===== config.mk =====
export PLATFORM = sky130hd
export DESIGN_NAME = can_bit_destuff_flat
export DESIGN_NICKNAME = d
export VERILOG_FILES = /design/src/rtl/can_pkg.sv /design/src/rtl/can_bit_destuff_if.sv /design/src/rtl/can_run_counter.sv /design/src/rtl/can_bit_destuff.sv /design/src/flat_wrapper.sv
export SDC_FILE = /design/constraint.sdc
export NUM_CORES = 1
export LEC_CHECK = 0
export ABC_AREA = 1
export CAP_MARGIN = 25
export CORE_MARGIN = 8
export CORE_UTILIZATION = 47
export CTS_CLUSTER_SIZE = 16
export DETAILED_ROUTE_END_ITERATION = 6
export PLACE_DENSITY = 0.75
export REMOVE_ABC_BUFFERS = 1
export SYNTH_ARGS = -nofsm -noshare
export SYNTH_HDL_FRONTEND = slang
export SYNTH_SLANG_ARGS = --single-unit
export TNS_END_PERCENT = 30

===== constraint.sdc =====
create_clock -name i_Clock -period 1.32 [get_ports i_Clock]
set_clock_uncertainty 0.1 [all_clocks]
set_input_delay 0.264 -clock i_Clock [delete_from_list [all_inputs] [get_ports i_Clock]]
set_output_delay 0.264 -clock i_Clock [all_outputs]
set_load 0.03 [all_outputs]

===== src/rtl/can_pkg.sv =====
// Shared types and constants for the CAN receive-path bit destuffer.
// Used by can_bit_destuff, can_run_counter and can_bit_destuff_if.
package can_pkg;

    typedef enum logic [1:0] {
        IDLE  = 2'd0,
        COUNT = 2'd1,
        STUFF = 2'd2,
        ERROR = 2'd3
    } state_e;

    localparam int   CAN_RUN_LEN   = 5;
    localparam int   CAN_CNT_W     = 4;
    localparam logic CAN_RECESSIVE = 1'b1;

endpackage


===== src/rtl/can_bit_destuff_if.sv =====
// Bit-stream bundle between the bit sampler (master) and the destuffer (slave).
// Carries the sampled-bit strobe in and the destuffed stream and status out.
interface can_bit_destuff_if
    import can_pkg::*;
#(
    parameter int CNT_W = CAN_CNT_W
);

    logic             i_Enable;
    logic             i_Bit_Valid;
    logic             i_Data;
    logic             o_Data;
    logic             o_Data_Valid;
    logic             o_Stuff_Bit;
    logic             o_Temp_Stuff;
    logic             o_Stuff_Error;
    logic [CNT_W-1:0] o_Run_Count;

    modport master (
        output i_Enable,
        output i_Bit_Valid,
        output i_Data,
        input  o_Data,
        input  o_Data_Valid,
        input  o_Stuff_Bit,
        input  o_Temp_Stuff,
        input  o_Stuff_Error,
        input  o_Run_Count
    );

    modport slave (
        input  i_Enable,
        input  i_Bit_Valid,
        input  i_Data,
        output o_Data,
        output o_Data_Valid,
        output o_Stuff_Bit,
        output o_Temp_Stuff,
        output o_Stuff_Error,
        output o_Run_Count
    );

endinterface


===== src/rtl/can_run_counter.sv =====
// Saturating counter of consecutive equal bits for the CAN destuffer.
// at_limit flags that the bit currently offered completes a full run.
module can_run_counter
    import can_pkg::*;
#(
    parameter int RUN_LEN = CAN_RUN_LEN,
    parameter int CNT_W   = CAN_CNT_W
) (
    input  logic             i_Clock,
    input  logic             i_Reset,
    input  logic             data,
    input  logic             valid,
    input  logic             clear,
    output logic [CNT_W-1:0] run,
    output logic             last,
    output logic             at_limit
);

    localparam logic [CNT_W-1:0] LIMIT    = CNT_W'(RUN_LEN);
    localparam logic [CNT_W-1:0] LIMIT_M1 = CNT_W'(RUN_LEN - 1);
    localparam logic [CNT_W-1:0] ONE      = CNT_W'(1);

    // Combinational look-ahead: this bit extends the run up to RUN_LEN.
    always_comb begin
        at_limit = (data == last) && (run == LIMIT_M1);
    end

    // Count equal bits, restart on a change; cleared runs resume from recessive.
    always_ff @(posedge i_Clock) begin
        if (i_Reset || clear) begin
            run  <= '0;
            last <= CAN_RECESSIVE;
        end else if (valid) begin
            if (data == last) begin
                if (run != LIMIT) begin
                    run <= run + ONE;
                end
            end else begin
                run  <= ONE;
                last <= data;
            end
        end
    end

endmodule


===== src/rtl/can_bit_destuff.sv =====
// CAN receive-path bit destuffer: removes stuff bits and flags violations.
// Optional macro STUFF_ERR_STICKY_EN holds o_Stuff_Error until reset/disable.
module can_bit_destuff
    import can_pkg::*;
#(
    parameter int RUN_LEN = CAN_RUN_LEN,
    parameter int CNT_W   = CAN_CNT_W
) (
    input  logic             i_Clock,
    input  logic             i_Reset,
    can_bit_destuff_if.slave bus
);

    state_e           state;
    logic [CNT_W-1:0] run;
    logic             last;
    logic             at_limit;
    logic             cnt_valid;
    logic             cnt_clear;

    logic             data_q;
    logic             data_valid_q;
    logic             stuff_bit_q;
    logic             temp_stuff_q;
    logic             stuff_error_q;

    // Counter advances on every bit the FSM accepts; disable restarts the run.
    always_comb begin
        cnt_clear = !bus.i_Enable;
        cnt_valid = bus.i_Enable && bus.i_Bit_Valid
                 && (state != ERROR);
    end

    can_run_counter #(
        .RUN_LEN (RUN_LEN),
        .CNT_W   (CNT_W)
    ) u_run_counter (
        .i_Clock  (i_Clock),
        .i_Reset  (i_Reset),
        .data     (bus.i_Data),
        .valid    (cnt_valid),
        .clear    (cnt_clear),
        .run      (run),
        .last     (last),
        .at_limit (at_limit)
    );

    // Destuff FSM and registered output strobes.
    always_ff @(posedge i_Clock) begin
        if (i_Reset) begin
            state         <= IDLE;
            data_q        <= 1'b0;
            data_valid_q  <= 1'b0;
            stuff_bit_q   <= 1'b0;
            temp_stuff_q  <= 1'b0;
            stuff_error_q <= 1'b0;
        end else begin
            data_valid_q <= 1'b0;
            stuff_bit_q  <= 1'b0;
`ifdef STUFF_ERR_STICKY_EN
            if (!bus.i_Enable) begin
                stuff_error_q <= 1'b0;
            end
`else
            stuff_error_q <= 1'b0;
`endif
            if (!bus.i_Enable) begin
                state <= IDLE;
            end else begin
                unique case (state)
                    IDLE, COUNT: begin
                        state <= COUNT;
                        if (bus.i_Bit_Valid) begin
                            data_q       <= bus.i_Data;
                            data_valid_q <= 1'b1;
                            temp_stuff_q <= bus.i_Data;
                            if (at_limit) begin
                                state <= STUFF;
                            end
                        end
                    end
                    STUFF: begin
                        if (bus.i_Bit_Valid) begin
                            stuff_bit_q  <= 1'b1;
                            temp_stuff_q <= ~last;
                            if (bus.i_Data != last) begin
                                state <= COUNT;
                            end else begin
                                stuff_error_q <= 1'b1;
                                state         <= ERROR;
                            end
                        end
                    end
                    ERROR: begin
                        state <= ERROR;
                    end
                endcase
            end
        end
    end

    // Drive the bundle from the output registers.
    always_comb begin
        bus.o_Data        = data_q;
        bus.o_Data_Valid  = data_valid_q;
        bus.o_Stuff_Bit   = stuff_bit_q;
        bus.o_Temp_Stuff  = temp_stuff_q;
        bus.o_Stuff_Error = stuff_error_q;
        bus.o_Run_Count   = run;
    end

endmodule


===== src/flat_wrapper.sv =====
// flat-port wrapper written by rule: the top's interface ports become plain ports
module can_bit_destuff_flat import can_pkg::*;
#(
    parameter int RUN_LEN = CAN_RUN_LEN,
    parameter int CNT_W   = CAN_CNT_W
)
  (i_Clock, i_Reset, bus_i_Enable, bus_i_Bit_Valid, bus_i_Data, bus_o_Data, bus_o_Data_Valid, bus_o_Stuff_Bit, bus_o_Temp_Stuff, bus_o_Stuff_Error, bus_o_Run_Count);
  can_bit_destuff_if #(.CNT_W(CNT_W)) bus_i ();
  input  logic i_Clock;
  input  logic i_Reset;
  input wire logic [$bits(bus_i.i_Enable)-1:0] bus_i_Enable;
  input wire logic [$bits(bus_i.i_Bit_Valid)-1:0] bus_i_Bit_Valid;
  input wire logic [$bits(bus_i.i_Data)-1:0] bus_i_Data;
  output wire logic [$bits(bus_i.o_Data)-1:0] bus_o_Data;
  output wire logic [$bits(bus_i.o_Data_Valid)-1:0] bus_o_Data_Valid;
  output wire logic [$bits(bus_i.o_Stuff_Bit)-1:0] bus_o_Stuff_Bit;
  output wire logic [$bits(bus_i.o_Temp_Stuff)-1:0] bus_o_Temp_Stuff;
  output wire logic [$bits(bus_i.o_Stuff_Error)-1:0] bus_o_Stuff_Error;
  output wire logic [$bits(bus_i.o_Run_Count)-1:0] bus_o_Run_Count;
  assign bus_i.i_Enable = bus_i_Enable;
  assign bus_i.i_Bit_Valid = bus_i_Bit_Valid;
  assign bus_i.i_Data = bus_i_Data;
  assign bus_o_Data = bus_i.o_Data;
  assign bus_o_Data_Valid = bus_i.o_Data_Valid;
  assign bus_o_Stuff_Bit = bus_i.o_Stuff_Bit;
  assign bus_o_Temp_Stuff = bus_i.o_Temp_Stuff;
  assign bus_o_Stuff_Error = bus_i.o_Stuff_Error;
  assign bus_o_Run_Count = bus_i.o_Run_Count;
  can_bit_destuff #(.RUN_LEN(RUN_LEN), .CNT_W(CNT_W)) u_core (.i_Clock(i_Clock), .i_Reset(i_Reset), .bus(bus_i));
endmodule

==> results.ini <==
[floorplanning]
die_w_um = 52.6
die_y_um = 52.6
initial_utilization = 0.495
num_rows = 13
core_area_mm2 = 0.00127
boundaryPins = 14
die-area_mm2 = 0.00276

[worst_setup_path]
worstPathRequired_ns = 0.96
path_cells = buf_4 > buf_4
cp_common_cell = buf_4
r2r-start = u_core.u_run_counter.run[1]$_SDFFE_PP0P_
cp_max_fo = 4
endpoint_kind = primary output
crit_slowest_cell = dfxtp_2
crit_arrival_ns = 0.90
path_buf_inv = 2
startpoint = u_core.u_run_counter.run[0]$_SDFFE_PP0P_
cp-start-kind = register
critical_path.top_delay_family = flip-flops
critical_path_class = register to primary output
slowest_delay_ns = 0.34

[sta]
relSlewSlack = 0.830
rsz0062_at_grt = no
worst_slew_pin_slew_ns = 0.253
drv_slew = 0
finalSetupViolations = 0
setup_tns_ns = 0
hold_violations = 0
fin_crit_ns = 1.26
fmax_mhz = 794
fin_crit_sh = 0.954

[grt]
grt_first_pass_wirelength_um = 2520
grt_overflow = 0
antenna_found_initial = 0
grt_pass1_vias = 623
track_usage = 0.119
grt_max_degree = 9

[cells_and_area]
final_nets = 123
fin_area_um2 = 866
drive_gt1_frac = 0.327
antenna_cells = 0
stdcell_count = 128
area_delta_synth_final_pct = 37.8

[route]
ant_nets = 0
vias = 646
drtPass1Iterations = 4
vias_per_cell = 5.05
avgRoutedWirePerCell_um = 11.2
route.detailed.drc = 0
wirelength_um = 1440
drt_iter0_drc = 9

[hold_path]
hp-start = bus_i_Data
hold_path_class = input port to register

[synth]
ys_ff_latch = 12
synthDistinctLibCells = 21
synth_top_area_cell = dfxtp_1
synth_area_leaders = dfxtp_1, nand2_1, ha_1, inv_1, nand2_2
synth_top_area_frac = 0.382
syn_inst = 86
syn_area_um2 = 628
syn_area_per_cell_um2 = 7.30
yosysWarnings = 0
ys_seq_area_frac = 0.382

[clock_network]
cts_buffers = 3
insertion_delay_ns = 0.26
cts_sinks = 12
htree_levels = 1
path_clk_slew_ns = 0.06
cts-root-buf = clkbuf_4
cts_tree = yes
cts_hold_buf = 0
cts_buffer_depth = 2

[power_and_ir_drop]
p_leak_uw = 0.000433
p_per_area_mw_per_mm2 = 829
peakVddDrop_mv = 0.505

[placed_design]
gp_congestion = 0.768
portBuffers = 13
dp_hpwl_um = 1180
dpl_cell_area_um2 = 837
placed_cells = 125

[status]
outcome = finished clean

[flow_run]
max-cap-violations = 0

worst reg2reg max path, stage by stage, from the launching register on:
cell and delay (ns):
dfxtp_1 0.31, inv_1 0.07, ha_1 0.15, nand3_1 0.14, nand2_4 0.12, nand2_2 0.06
nor2_1 0.08, nor2_1 0.05
layout by cell type, fill, tap and decap left out, drive strengths merged, types with 2 or more instances in the layout:
master          n
nor2            8
dfxtp          12
buf            20
ha              3
nand2          29
inv            12
clkbuf          3
nand3           5
a21oi           4
o21ai           3
nand4           2
clkdlybuf4s50   2
nor3            3
final cells by class:
type / count / area, µm²
timing repair buffer: 24 / 191
inverter: 12 / 45.0
clock buffer: 3 / 22.5
multi-input combinational: 62 / 345
fill: 119 / 403
tap: 15 / 18.8
sequential: 12 / 243
kinds of logic after synthesis:
family,Yosys count,synth area share
XOR/XNOR,1,0.0139
buffers and inverters,12,0.0717
AND/OR/NAND/NOR,49,0.382
AO/OA/AOI/OAI,9,0.0897
flip-flops,12,0.382
adder cells (fa/ha/maj),3,0.0598
cell usage after synthesis:
library cell  number
a21oi_1            2
nor3_1             3
inv_1             10
dfxtp_1           12
nor4_1             1
xor2_1             1
o21ai_1            1
nand4_1            2
a31oi_1            1
o21ai_0            2
nand2_1           23
nand2_2            5
o211ai_1           1
ha_1               3
nand2_4            1
nor2_8             1
nor2_1             7
or2_1              1
a21oi_2            2
nand3_1            5
inv_2              2
worst paths after layout:
path,to,slack [ns],cells past startpoint
min,u_core.u_run_counter.last$_SDFFE_PP1P_,0.38,3
max,bus_o_Run_Count[0],0.06,2
max reg2reg,u_core.u_run_counter.run[1]$_SDFFE_PP0P_,0.13,7
min reg2reg,u_core.u_run_counter.run[2]$_SDFFE_PP0P_,0.43,2
timing repair:
action,CTS,global route
buffers inserted,0,0
endpoints found under the setup margin,2,7
pin swaps,0,2
gates resized for setup,2,3
per-layer routing:
metal  global-route usage  wire, µm
met2                0.208       722
met1                0.123       612
met5                    0         0
met4               0.0647        12
met3               0.0341        90
stage by stage:
step	hold slack (ns)	utilization	worst slack, ns	power [µW]
after floorplan	0.241	-	-0.106	457
after global placement	0.421	0.660	-0.280	516
after detailed placement	0.427	0.660	-0.274	518
after CTS	0.365	0.678	0.0353	736
after global routing	0.391	0.682	0.0137	767
final	0.377	0.682	0.0604	718
report_power, final:
| group | switching [µW] | internal, µW |
|---|---|---|
| combinational | 73.9 | 54.8 |
| sequential | 6.45 | 373 |
| clock | 105 | 105 |
registers in the layout, indices dropped and copies added, names as in the netlist:
signal / count
u_core.u_run_counter.run: 4
u_core.state: 2
u_core.bus.o_Data: 1
u_core.bus.o_Data_Valid: 1
u_core.bus.o_Stuff_Bit: 1
u_core.bus.o_Stuff_Error: 1
u_core.bus.o_Temp_Stuff: 1
u_core.u_run_counter.last: 1
No activity file was read; power rests on OpenSTA's default activity.
